--- config.mk ---
export PLATFORM = sky130hd
export DESIGN_NAME = a2d_intf
export DESIGN_NICKNAME = d
export VERILOG_FILES = /design/src/rtl/segway_pkg.sv /design/src/rtl/spi_mnrch.sv /design/src/rtl/a2d_intf.sv
export SDC_FILE = /design/constraint.sdc
export NUM_CORES = 1
export LEC_CHECK = 0
export BUFFER_PORTS_ARGS = -buffer_cell sky130_fd_sc_hd__buf_2
export CORE_MARGIN = 4
export CORE_UTILIZATION = 52
export DETAILED_ROUTE_END_ITERATION = 7
export PLACE_DENSITY_LB_ADDON = 0.25
export SLEW_MARGIN = 20
export SYNTH_ARGS = -nofsm -noshare
export SYNTH_HDL_FRONTEND = slang
export SYNTH_SLANG_ARGS = --single-unit
export TNS_END_PERCENT = 50
--- constraint.sdc ---
create_clock -name clk -period 2.18 [get_ports clk]
set_input_delay 0.436 -clock clk [delete_from_list [all_inputs] [get_ports clk]]
set_output_delay 0.436 -clock clk [all_outputs]
set_load 0.1 [all_outputs]
--- src/rtl/segway_pkg.sv ---
// Purpose: shared constants and types for the Segway A2D interface and its SPI master.
// Latency: n/a (declarations only).
// Backpressure: n/a.
package segway_pkg;

   // SPI word width used by the ADC128S framing
   localparam int SPI_W = 16;

   // ADC channel assignments
   localparam logic [2:0] LFT_CH  = 3'd0;
   localparam logic [2:0] RGHT_CH = 3'd4;
   localparam logic [2:0] BATT_CH = 3'd5;

   // Conversion state machine encoding
   typedef logic [2:0] state_t;
   localparam state_t IDLE = 3'd0;
   localparam state_t CMD  = 3'd1;
   localparam state_t GAP  = 3'd2;
   localparam state_t READ = 3'd3;
   localparam state_t UPD  = 3'd4;

   // Round-robin pointer values
   typedef logic [1:0] ptr_t;
   localparam ptr_t PTR_LFT  = 2'd0;
   localparam ptr_t PTR_RGHT = 2'd1;
   localparam ptr_t PTR_BATT = 2'd2;

   // ADC128S control word: channel address lives in bits [13:11]
   function automatic logic [SPI_W-1:0] cmd_word(input logic [2:0] ch);
      return {2'b00, ch, 11'h000};
   endfunction

endpackage

--- src/rtl/spi_mnrch.sv ---
// Purpose: generic 16-bit SPI master (mode 3: SCLK idles high, drive on fall, sample on rise).
// Latency: SS_n low 17*SCLK_DIV clocks starting the cycle after wrt; done is high in the last SS_n-low cycle.
// Backpressure: none; wrt is ignored while a transaction is in flight.
// Ports: clk/rst; wrt + wt_data start a frame; done pulses at frame end, rd_data holds the received word;
//        SS_n/SCLK/MOSI/MISO are the SPI pins.
module spi_mnrch
   import segway_pkg::*;
#(
   parameter int SCLK_DIV = 32
) (
   input  logic             clk,
   input  logic             rst,
   input  logic             wrt,
   input  logic [SPI_W-1:0] wt_data,
   output logic             done,
   output logic [SPI_W-1:0] rd_data,
   output logic             SS_n,
   output logic             SCLK,
   output logic             MOSI,
   input  logic             MISO
);

   localparam int LW = $clog2(SCLK_DIV);
   localparam int CW = $clog2(17 * SCLK_DIV);
   // Frame = SCLK_DIV/2 front porch + 16 periods + SCLK_DIV/2 back porch
   localparam logic [CW-1:0] LAST      = CW'(17 * SCLK_DIV - 1);
   localparam logic [CW-1:0] SHIFT_END = CW'(16 * SCLK_DIV);
   localparam logic [LW-1:0] HALF      = LW'(SCLK_DIV / 2);

   logic             active;
   logic [CW-1:0]    cnt;
   logic [CW-1:0]    cnt_nxt;
   logic [SPI_W-1:0] tx_sr;
   logic [SPI_W-1:0] rx_sr;
   logic             fall_nxt;
   logic             rise_nxt;

   // cnt counts clocks since SS_n fell; the phase within an SCLK period is cnt mod SCLK_DIV,
   // and SCLK is low for the upper half of each period inside the shift window.
   assign cnt_nxt  = cnt + CW'(1);
   assign fall_nxt = (cnt_nxt[LW-1:0] == HALF) && (cnt_nxt < SHIFT_END);
   assign rise_nxt = (cnt_nxt[LW-1:0] == '0) && (cnt_nxt <= SHIFT_END);

   assign done    = active && (cnt == LAST);
   assign SS_n    = ~active;
   assign rd_data = rx_sr;

   always_ff @(posedge clk or posedge rst) begin
      if (rst) begin
         active <= 1'b0;
         cnt    <= '0;
         tx_sr  <= '0;
         rx_sr  <= '0;
         SCLK   <= 1'b1;
         MOSI   <= 1'b0;
      end else if (!active) begin
         if (wrt) begin
            active <= 1'b1;
            cnt    <= '0;
            tx_sr  <= wt_data;
         end
      end else if (cnt == LAST) begin
         active <= 1'b0;
         SCLK   <= 1'b1;
         MOSI   <= 1'b0;
      end else begin
         cnt  <= cnt_nxt;
         SCLK <= ~(cnt_nxt[LW-1] && (cnt_nxt < SHIFT_END));
         if (fall_nxt) begin
            MOSI  <= tx_sr[SPI_W-1];
            tx_sr <= {tx_sr[SPI_W-2:0], 1'b0};
         end
         // MISO is only ever sampled inside the frame, so a floating line never reaches rx_sr
         if (rise_nxt) begin
            rx_sr <= {rx_sr[SPI_W-2:0], MISO};
         end
      end
   end

endmodule

--- src/rtl/a2d_intf.sv ---
// Purpose: round-robin ADC128S reader (left load cell, right load cell, battery) holding latest 12-bit results.
// Latency: rdy pulses 2*(17*SCLK_DIV)+4 clocks after an accepted nxt.
// Backpressure: nxt is dropped (not queued) unless the machine is IDLE.
// Ports: clk/rst; nxt starts one conversion; lft_ld/rght_ld/batt results; rdy update strobe;
//        SS_n/SCLK/MOSI/MISO ADC pins.
module a2d_intf #(
   parameter int         SCLK_DIV = 32,
   parameter logic [2:0] LFT_CH   = segway_pkg::LFT_CH,
   parameter logic [2:0] RGHT_CH  = segway_pkg::RGHT_CH,
   parameter logic [2:0] BATT_CH  = segway_pkg::BATT_CH
) (
   input  logic        clk,
   input  logic        rst,
   input  logic        nxt,
   output logic [11:0] lft_ld,
   output logic [11:0] rght_ld,
   output logic [11:0] batt,
   output logic        rdy,
   output logic        SS_n,
   output logic        SCLK,
   output logic        MOSI,
   input  logic        MISO
);

   import segway_pkg::*;

   state_t           state;
   ptr_t             ptr;
   logic             wrt;
   logic [SPI_W-1:0] wt_dat;
   logic             done;
   logic [SPI_W-1:0] rd_dat;
   logic [2:0]       ch_sel;
   logic             unused_rd_hi;

   // ADC128S returns four leading zeros above the 12-bit result
   assign unused_rd_hi = &{1'b0, rd_dat[SPI_W-1:12]};

   always_comb begin
      case (ptr)
         PTR_RGHT: ch_sel = RGHT_CH;
         PTR_BATT: ch_sel = BATT_CH;
         default:  ch_sel = LFT_CH;
      endcase
   end

   // wrt is registered, so each frame starts one clock after it is requested. In GAP the first
   // cycle raises wrt and the second hands it to the SPI master, keeping SS_n high exactly 2 clocks.
   // Results are written on the edge into UPD so the new value is visible alongside rdy.
   always_ff @(posedge clk or posedge rst) begin
      if (rst) begin
         state   <= IDLE;
         ptr     <= PTR_LFT;
         wrt     <= 1'b0;
         wt_dat  <= '0;
         lft_ld  <= 12'h000;
         rght_ld <= 12'h000;
         batt    <= 12'h000;
         rdy     <= 1'b0;
      end else begin
         case (state)
            IDLE: begin
               if (nxt) begin
                  wt_dat <= cmd_word(ch_sel);
                  wrt    <= 1'b1;
                  state  <= CMD;
               end
            end
            CMD: begin
               wrt <= 1'b0;
               if (done) state <= GAP;
            end
            GAP: begin
               if (!wrt) begin
                  wt_dat <= '0;
                  wrt    <= 1'b1;
               end else begin
                  wrt   <= 1'b0;
                  state <= READ;
               end
            end
            READ: begin
               if (done) begin
                  case (ptr)
                     PTR_RGHT: rght_ld <= rd_dat[11:0];
                     PTR_BATT: batt    <= rd_dat[11:0];
                     default:  lft_ld  <= rd_dat[11:0];
                  endcase
                  rdy   <= 1'b1;
                  state <= UPD;
               end
            end
            UPD: begin
               rdy   <= 1'b0;
               ptr   <= (ptr == PTR_BATT) ? PTR_LFT : ptr + 2'd1;
               state <= IDLE;
            end
            default: state <= IDLE;
         endcase
      end
   end

   spi_mnrch #(
      .SCLK_DIV(SCLK_DIV)
   ) u_spi (
      .clk     (clk),
      .rst     (rst),
      .wrt     (wrt),
      .wt_data (wt_dat),
      .done    (done),
      .rd_data (rd_dat),
      .SS_n    (SS_n),
      .SCLK    (SCLK),
      .MOSI    (MOSI),
      .MISO    (MISO)
   );

endmodule

After elaboration in Yosys (flattened, before gate mapping)
Index checks and enable logic that the tools add are counted.
{"block": "totals", "register_bits": 100}
{"block": "classes", "n_addsub": 2, "n_lt_le_gt_ge": 2, "n_eq_ne": 15, "muxes": 28, "bitwise_logic": 4, "reduce_logical": 23}
{"operator": "$mux W16", "n": 6}
{"operator": "$pmux W16 S2", "n": 1}
{"operator": "$mux W10", "n": 3}
{"operator": "$reduce_and A3 Y1", "n": 6}
{"operator": "$ne A2 B2 Y1 const B", "n": 7}
{"operator": "$mux W3", "n": 4}
{"operator": "$pmux W3 S4", "n": 1}
{"operator": "$add A10 B1 Y10 const B", "n": 1}
{"operator": "$eq A10 B10 Y1 const B", "n": 1}
{"operator": "$le A10 B10 Y1 const B", "n": 1}
{"operator": "$lt A10 B10 Y1 const B", "n": 1}
{"operator": "$mux W1", "n": 9}
{"operator": "$reduce_and A2 Y1", "n": 4}
{"operator": "$reduce_bool A2 Y1", "n": 4}
{"operator": "$eq A3 B2 Y1 const B", "n": 2}
{"operator": "$pmux W3 S2", "n": 1}
{"operator": "$eq A5 B5 Y1 const B", "n": 1}
{"operator": "$logic_not A5 Y1", "n": 1}
{"operator": "$logic_and A1 B1 Y1", "n": 4}
{"operator": "$not A1 Y1", "n": 4}
{"operator": "$reduce_and A4 Y1", "n": 1}
{"operator": "$eq A3 B1 Y1 const B", "n": 1}
{"operator": "$eq A3 B3 Y1 const B", "n": 1}
{"operator": "$logic_not A3 Y1", "n": 1}
{"operator": "8 further kinds", "n": 8}

Longest topological paths before layout
Gate-level depths: netlist of the first run.
{"block": "logic_depth", "word_depth": 6, "ltp_mapped": 8}

By module
Synthesis of the first run repeated with hierarchy kept, for this count alone.
{"block": "unflattened", "cells_unflattened": 315, "hier_area_um2": 4053.9}
{"mod": "spi_mnrch", "n_inst": 1, "cells_per_inst": 195, "area_per_inst_um2": 2199.6, "seq_area_each_um2": 1127.3}
{"mod": "a2d_intf", "n_inst": 1, "cells_per_inst": 120, "area_per_inst_um2": 1854.3, "seq_area_each_um2": 1126.1}

Least setup slack after synthesis of the first run
Ideal clock, no wire load.
{"block": "synth_path", "kind": "reg-to-reg", "startpoint": "register u_spi.active", "endpoint": "register u_spi.rx_sr[0], in the netlist u_spi.rd_data[0]", "setup_time_ps": 125, "arrival_ps": 2227, "required_time_ps": 2055, "slack_ps": -172, "path_stages_with_launch": 5, "path_buffers": 1, "period_less_slack_ps": 2352, "cell_sequence": "dfrtp_1 > clkinv_1 > a2111oi_4 > buf_6 > mux2_4"}
{"block": "synth_between", "elab_chain_cells": 1}
{"element": "from (decl)", "line": "spi_mnrch.sv:30", "rtl": "logic active;"}
{"element": "from (signal assigned)", "line": "spi_mnrch.sv:50", "rtl": "active <= 1'b0;"}
{"element": "from (signal assigned)", "line": "spi_mnrch.sv:58", "rtl": "active <= 1'b1;"}
{"element": "from (signal assigned)", "line": "spi_mnrch.sv:63", "rtl": "active <= 1'b0;"}
{"element": "$reduce_and A3 Y1 (no line)"}
{"element": "to (signal assigned)", "line": "spi_mnrch.sv:75", "rtl": "rx_sr <= {rx_sr[SPI_W-2:0], MISO};"}
{"element": "to (decl)", "line": "spi_mnrch.sv:34", "rtl": "logic [SPI_W-1:0] rx_sr;"}
No other way between the ends.
A chain may end at the register's enable or synchronous reset.

Worst setup path after layout of the first run
{"block": "layout_path", "startpoint": "register u_spi.cnt[0]", "endpoint": "register u_spi.rx_sr[10], in the netlist u_spi.rd_data[10]"}
{"block": "layout_between", "elab_chain_cells": 4, "elab_cells_between_ends": 7, "classes_between": "add/sub: 1; order compare: 1; eq/ne: 1; bitwise: 1; reduce/logical: 3"}
{"element": "from (decl)", "line": "spi_mnrch.sv:31", "rtl": "logic [CW-1:0] cnt;"}
{"element": "from (signal assigned)", "line": "spi_mnrch.sv:67", "rtl": "cnt <= cnt_nxt;"}
{"element": "$add A10 B1 Y10", "line": "spi_mnrch.sv:40", "rtl": "assign cnt_nxt = cnt + CW'(1);"}
{"element": "$le A10 B10 Y1 or $logic_not A5 Y1 (tied branches)", "line": "spi_mnrch.sv:42", "rtl": "assign rise_nxt = (cnt_nxt[LW-1:0] == '0) && (cnt_nxt <= SHIFT_END);"}
{"element": "$logic_and A1 B1 Y1", "line": "spi_mnrch.sv:42"}
{"element": "$reduce_and A3 Y1 (no line) *"}
Every way passes the cells marked *; elsewhere a longest branch is shown, timed or not.

==> run_results.csv, run 1 <==
group,metric,value,unit
run_status,status,"finished, final reports clean",
setup_path,crit_type,"flip-flop to flip-flop",
floorplan,io-pin-count,44,
routing,via_per_inst,5.53,
sta,drv_slew,0,
setup_path,crit_arrival,2420,ps
clock_network,cts_tree,"done",
global_routing,first_global_vias,2268,
clock_network,cts.sinks,75,
yosys,synth-seq-area-share,0.531,
sta,min_period,2180,ps
placement,hpwl,4800,um
routing,remaining_drc_errors,0,
finish,post-route-util,0.657,
floorplan,initial_utilization,0.547,
sta,hold_violations,0,
global_routing,grt_max_degree,31,
clock_network,clk_latency,350,ps
setup_path,critPathLaunchType,"flip-flop",
yosys,postSynthCellCount,272,
finish,seq_area,0.00188,sq mm
clock_network,cts.hold.buffers_added,0,
placement,routabilityCongestion,0.856,
routing,drtAntennaViolNets,0,
yosys,yosys_warnings,0,
yosys,synth-async-reset-ratio,1.00,
setup_path,critPathCaptureType,"flip-flop",
pwr,p_int,1.83,mW
routing,drtIter0Drc,173,
sta,skew,7.23,ps
pwr,ir_drop,0.000452,V
floorplan,core-area,0.00646,sq mm
finish,area_delta_synth_final,20.1,%
finish,multi_input_area,0.00156,sq mm
pwr,cellPowerDensity,574,mW/mm^2
clock_network,numCtsBuffers,9,
yosys,synth_seq_cells,75,
pwr,p_sw_frac,0.249,
floorplan,die-area,0.00818,sq mm
finish,final_nets,346,
sta,fin_setup_tns,0,ps
clock_network,cts_max_path_buffers,2,
routing,drt-pass1-iter-count,4,
yosys,syn_nets,281,
global_routing,grt_usage,0.173,
pwr,clock_power_share,0.414,
global_routing,overflow,0,
yosys,synth_largest_area_cell,"dfrtp_1",
yosys,synth_top_area_frac,0.524,
routing,wl_per_cell,16.6,um
yosys,netlist-cell-type-count,52,
finish,drive_above_1_share,0.456,
clock_network,htreeDepth,3,
yosys,synth_edf_count,0,
finish,nFillCells,474,
finish,insertedDiodeCount,0,
sta,maxSlewHeadroom,0.549,
yosys,yosysMostFrequentCell,"dfrtp_1",
sta,fmax,0.459,GHz
yosys,syn_area_per_cell,13.0,sq um
sta,post-route-period-util,0.999,
yosys,ys.flop_type,"dfrtp_1",
clock_network,path_clk_slew,80,ps
sta,worst_pin_slew,675,ps
pwr,p_leak,2.12,nW
hold_path,hp-class,"input pin to async pin",
clock_network,cts-root-buf,"clkbuf_8",
sta,setup_viol,0,
yosys,synth_area,0.00353,sq mm
placement,dp_worst_setup_slack,12.2,ps
placement,io_buffers,43,
sta,rsz0062_at_grt,"yes",
floorplan,die_y,90.4,um
setup_path,critical_path_required,2420,ps
yosys,synth_commonest_cells,"74 x dfrtp_1, 30 x mux2_4, 21 x nand2_1",
pwr,power_frac_seq,0.570,
global_routing,grt_pass1_wl,11300,um
yosys,synthTopCellsByArea,"dfrtp_1 52%, mux2_4 13%, mux2_2 5.7%",
pwr,comb_power_share,0.017,
sta,setup_slack,1.89,ps
floorplan,rows,29,
floorplan,die_w,90.4,um
routing,totalWireLength,6940,um
setup_path,cp_max_fo,8,
global_routing,antenna_found_initial,0,
routing,via_count,2315,
pwr,switchingPower,607,uW
job,max_cap_viol_count,0,
[placed cells by master, fill, tap and decap left out, types with 5 or more instances in the layout]
| master | instances |
|---|---|
| nand2_1 | 21 |
| buf_2 | 43 |
| a21oi_1 | 7 |
| clkbuf_8 | 9 |
| o21ai_0 | 14 |
| a31oi_1 | 6 |
| nor2_1 | 8 |
| mux2_4 | 31 |
| buf_12 | 5 |
| dfrtp_1 | 72 |
| buf_4 | 17 |
| mux2_2 | 17 |
| inv_1 | 10 |
[cells by family after synthesis]
family	Yosys count	share of synthesized area
AND/OR/NAND/NOR	61	0.106
flip-flops	75	0.531
adder cells (fa/ha/maj)	5	0.0177
multiplexers	52	0.196
XOR/XNOR	4	0.00991
buffers and inverters	25	0.0407
AO/OA/AOI/OAI	50	0.0984
[cell type report]
type,count,area share
Sequential cell,75,0.443
Multi-Input combinational cell,172,0.367
Timing Repair Buffer,67,0.113
Clock buffer,9,0.0292
Tap cell,77,0.0227
Clock inverter,7,0.0138
Inverter,12,0.0118
[path summary, 6_finish.rpt]
| kind | startpoint | to | slack, ps | cells past startpoint |
|---|---|---|---|---|
| worst max-delay path | u_spi.cnt[0] | u_spi.rd_data[10] | 2 | 8 |
| worst max register to register | u_spi.cnt[0] | u_spi.rd_data[10] | 2 | 8 |
| max in group asynchronous | rst | u_spi.SCLK | 1370 | 3 |
| worst min register to register | rdy | rdy | 510 | 2 |
| min in group clk | MISO | u_spi.rd_data[0] | 320 | 2 |
| worst min-delay path | rst | batt[11] | 170 | 2 |
[metal layers]
layer	GRT usage	up-vias	wire length, um
li1	-	1104	-
met4	0.0791	0	109
met2	0.256	55	3220
met1	0.242	1146	3340
met5	0	-	0
met3	0.0425	10	276
[per-stage QoR]
step | hold WS, ps | cells | area, sq um | power, mW
after global placement | 475 | 399 | 3970 | 1.46
after floorplan | 461 | 272 | 3540 | 1.44
after CTS | 183 | 415 | 4160 | 2.47
after detailed placement | 485 | 399 | 3970 | 1.46
final | 174 | 419 | 4250 | 2.44
after global routing | 221 | 419 | 4250 | 2.53
[power by group through the flow]
stage / logic, mW / clock network [mW] / registers [mW]
4_1_cts: 0.0432 / 1.03 / 1.39
2_1_floorplan: 0.0229 / 0 / 1.42
3_5_place_dp: 0.0430 / 0 / 1.42
3_3_place_gp: 0.0427 / 0 / 1.42
5_1_grt: 0.0483 / 1.09 / 1.39
6_report: 0.0405 / 1.01 / 1.39
[worst max-delay path, stage by stage (launching register included)]
cell and delay (ps):
dfrtp_1 430, buf_6 150, ha_1 170, nor4b_2 200, a31oi_1 120, a2111oi_4 350
buf_4 200, buf_12 130, mux2_2 320
[sequential cells by signal (all words and copies together) (netlist names)]
register       flops
u_spi.rd_data     12
batt              12
u_spi.cnt         10
ptr                2
rdy                1
u_spi.SCLK         1
lft_ld            12
state              3
rght_ld           12
u_spi.MOSI         1
wt_dat             2
wrt                1
u_spi.tx_sr        5
u_spi.active       1
[timing repair]
item | 4_1_cts | 5_1_grt
setup buffers | 0 | 3
pin swaps | 0 | 2
cloned | 0 | 1
resized for setup | 1 | 9
endpoints found under the setup margin | 1 | 47
Power figures use the tool's default switching activity.
==> run 2, diff against run 1 <==
Settings changed: SYNTH_HIERARCHICAL set to 1.
==> run 2 against run 1 <==
  * The flow now finishes with violations (setup timing)
  * Non-clock buffer count up 25
  * Worst setup slack worse by 74 ps
  * First-iteration DRC count down 40%
  * Via count up 23%
  * Die area up 9.6%
  * Cell area up 23%
  * Worst hold slack worse by 42 ps
  * Routed wire length up 34%
  * Final cell count up 22%
  * Combinational power up 50%
  * Critical path depth unchanged
  * Clock-buffer cell count up 1
  * Critical endpoint is now u_spi/rd_data[4]
  * Largest power group unchanged
  * Highest routed layer unchanged
==> run_results.csv, run 2 <==
group,metric,value,unit
clock_network,cts.sinks,86,
floorplan,die-area,0.00897,sq mm
setup_path,cp_max_fo,6,
finish,final_cell_mix,"84 x dfrtp_1, 42 x buf_2, 36 x buf_4, 26 x mux2_2, 25 x mux2_4",
floorplan,core-area,0.00729,sq mm
routing,remaining_drc_errors,0,
global_routing,grt_pass1_wl,14400,um
sta,drv_slew,0,
finish,post-route-util,0.716,
sta,rsz0062_at_grt,"yes",
global_routing,first_global_vias,2908,
finish,fin_area,0.00522,sq mm
global_routing,grt_usage,0.207,
clock_network,cts_tree,"done",
routing,totalWireLength,9280,um
global_routing,overflow,0,
yosys,synth_area,0.00391,sq mm
floorplan,die_y,94.7,um
finish,area_delta_synth_final,33.6,%
placement,io_buffers,43,
clock_network,htreeDepth,3,
finish,mostFrequentLayoutCell,"dfrtp_1",
run_status,failed_checks,"setup timing",
pwr,ir_drop,0.000406,V
sta,fmax,0.444,GHz
pwr,p_int,2.16,mW
sta,hold_violations,0,
finish,insertedDiodeCount,0,
setup_path,crit_type,"flip-flop to flip-flop",
placement,routabilityCongestion,0.839,
finish,largest_register,"u_spi/tx_sr",
setup_path,cp_cell_sequence,"buf_6, nand3_4, nor2_4, or3b_4, a2111oi_4, buf_4, clkbuf_16, mux2_4",
floorplan,die_w,94.7,um
routing,wl_per_cell,18.2,um
routing,via_count,2841,
routing,drtIter0Drc,103,
sta,skew,13.9,ps
routing,drtAntennaViolNets,0,
floorplan,rows,31,
setup_path,cpPeakStageDelay,430,ps
placement,place_area,0.00449,sq mm
setup_path,crit_arrival,2490,ps
global_routing,antenna_found_initial,0,
sta,setup_viol,19,
sta,min_period,2250,ps
routing,via_per_inst,5.56,
job,max_cap_viol_count,0,
pwr,switchingPower,663,uW
routing,drt-pass1-iter-count,4,
placement,hpwl,5400,um
pwr,power_frac_seq,0.566,
setup_path,critical_path_required,2420,ps
setup_path,slowest_stage,"dfrtp_1",
floorplan,initial_utilization,0.536,
clock_network,path_clk_slew,100,ps
clock_network,cts-root-buf,"clkbuf_8",
floorplan,io-pin-count,44,
finish,largest_reg_flops,16,
sta,maxSlewHeadroom,0.453,
finish,drive_above_1_share,0.473,
sta,setup_slack,-72.4,ps
clock_network,clk_latency,350,ps
placement,dp.cells,476,
pwr,p_sw_frac,0.235,
finish,finalNonFillerCells,511,
pwr,cellPowerDensity,540,mW/mm^2
yosys,syn_area_per_cell,12.7,sq um
hold_path,hp-class,"input pin to async pin",
setup_path,rrSetupSlack,-70,ps
setup_path,critPathLaunchType,"flip-flop",
finish,final_nets,415,
sta,post-route-period-util,1.03,
pwr,clock_power_share,0.412,
setup_path,critPathCaptureType,"flip-flop",
yosys,yosys_warnings,6,
pwr,total_power,2.82,mW
clock_network,cts_max_path_buffers,2,
sta,worst_pin_slew,815,ps
clock_network,numCtsBuffers,9,
pwr,p_leak,2.52,nW
pwr,comb_power_share,0.021,
yosys,postSynthCellCount,307,
global_routing,grt_max_degree,42,
run_status,status,"finished with violations",
==> run 2: final timing paths <==
kind | end | from | depth (start not counted)
setup / recovery | u_spi/rd_data[4] | u_spi/cnt[0] | 8
hold / removal | rght_ld[0] | rst | 2
setup reg to reg | u_spi/rd_data[4] | u_spi/cnt[0] | 8
hold reg to reg | batt[1] | batt[1] | 1
max in group asynchronous | rght_ld[10] | rst | 3
min in group clk | u_spi/rd_data[0] | MISO | 2
==> run 2: layout make-up <==
class / instances / area, sq um
Sequential cell: 86 / 2150
Clock buffer: 10 / 128
Multi-Input combinational cell: 207 / 1970
Inverter: 11 / 41.3
Timing Repair Buffer: 92 / 728
Tap cell: 99 / 124
Fill cell: 502 / 2070
Clock inverter: 6 / 75.1
==> run 2: per-layer routing <==
layer,track usage,up-vias,routed length (um)
li1,-,1328,-
met1,0.268,1442,3960
met2,0.336,55,4830
met3,0.0582,16,317
met4,0.0709,0,168
met5,0,-,0
==> run 2: power groups by stage <==
stage	Clock [mW]	Sequential [mW]	Combinational [mW]
after floorplan	0	1.64	0.0286
after global placement	0	1.63	0.0547
after detailed placement	0	1.63	0.0557
after CTS	1.20	1.60	0.0559
after global routing	1.27	1.60	0.0703
final	1.16	1.60	0.0606
==> run 2: what timing repair did <==
item | 4_1_cts | 5_1_grt
hold buffers | 0 | 0
cloned | 2 | 3
setup buffers | 7 | 8
setup endpoints to repair | 26 | 40
gates resized for setup | 7 | 53
pin swaps | 7 | 11
==> run 2: through the flow <==
| stage | TNS (ps) | hold slack, ps | setup WS, ps |
|---|---|---|---|
| after floorplan | 0 | 451 | 4.08 |
| after global placement | -6.95 | 472 | -3.68 |
| after detailed placement | -534 | 490 | -43.6 |
| after CTS | -134 | 139 | -24.6 |
| after global routing | -4600 | 160 | -137 |
| final | -828 | 132 | -72.4 |
==> run 2: worst max-delay path, delay by kind of cell (launching register included) <==
family,cells,cell delay [ps]
and+or+nand+nor,3,550
buffers and inverters,3,510
DFF,1,430
AOI/OAI and AO/OA,1,340
muxes,1,290
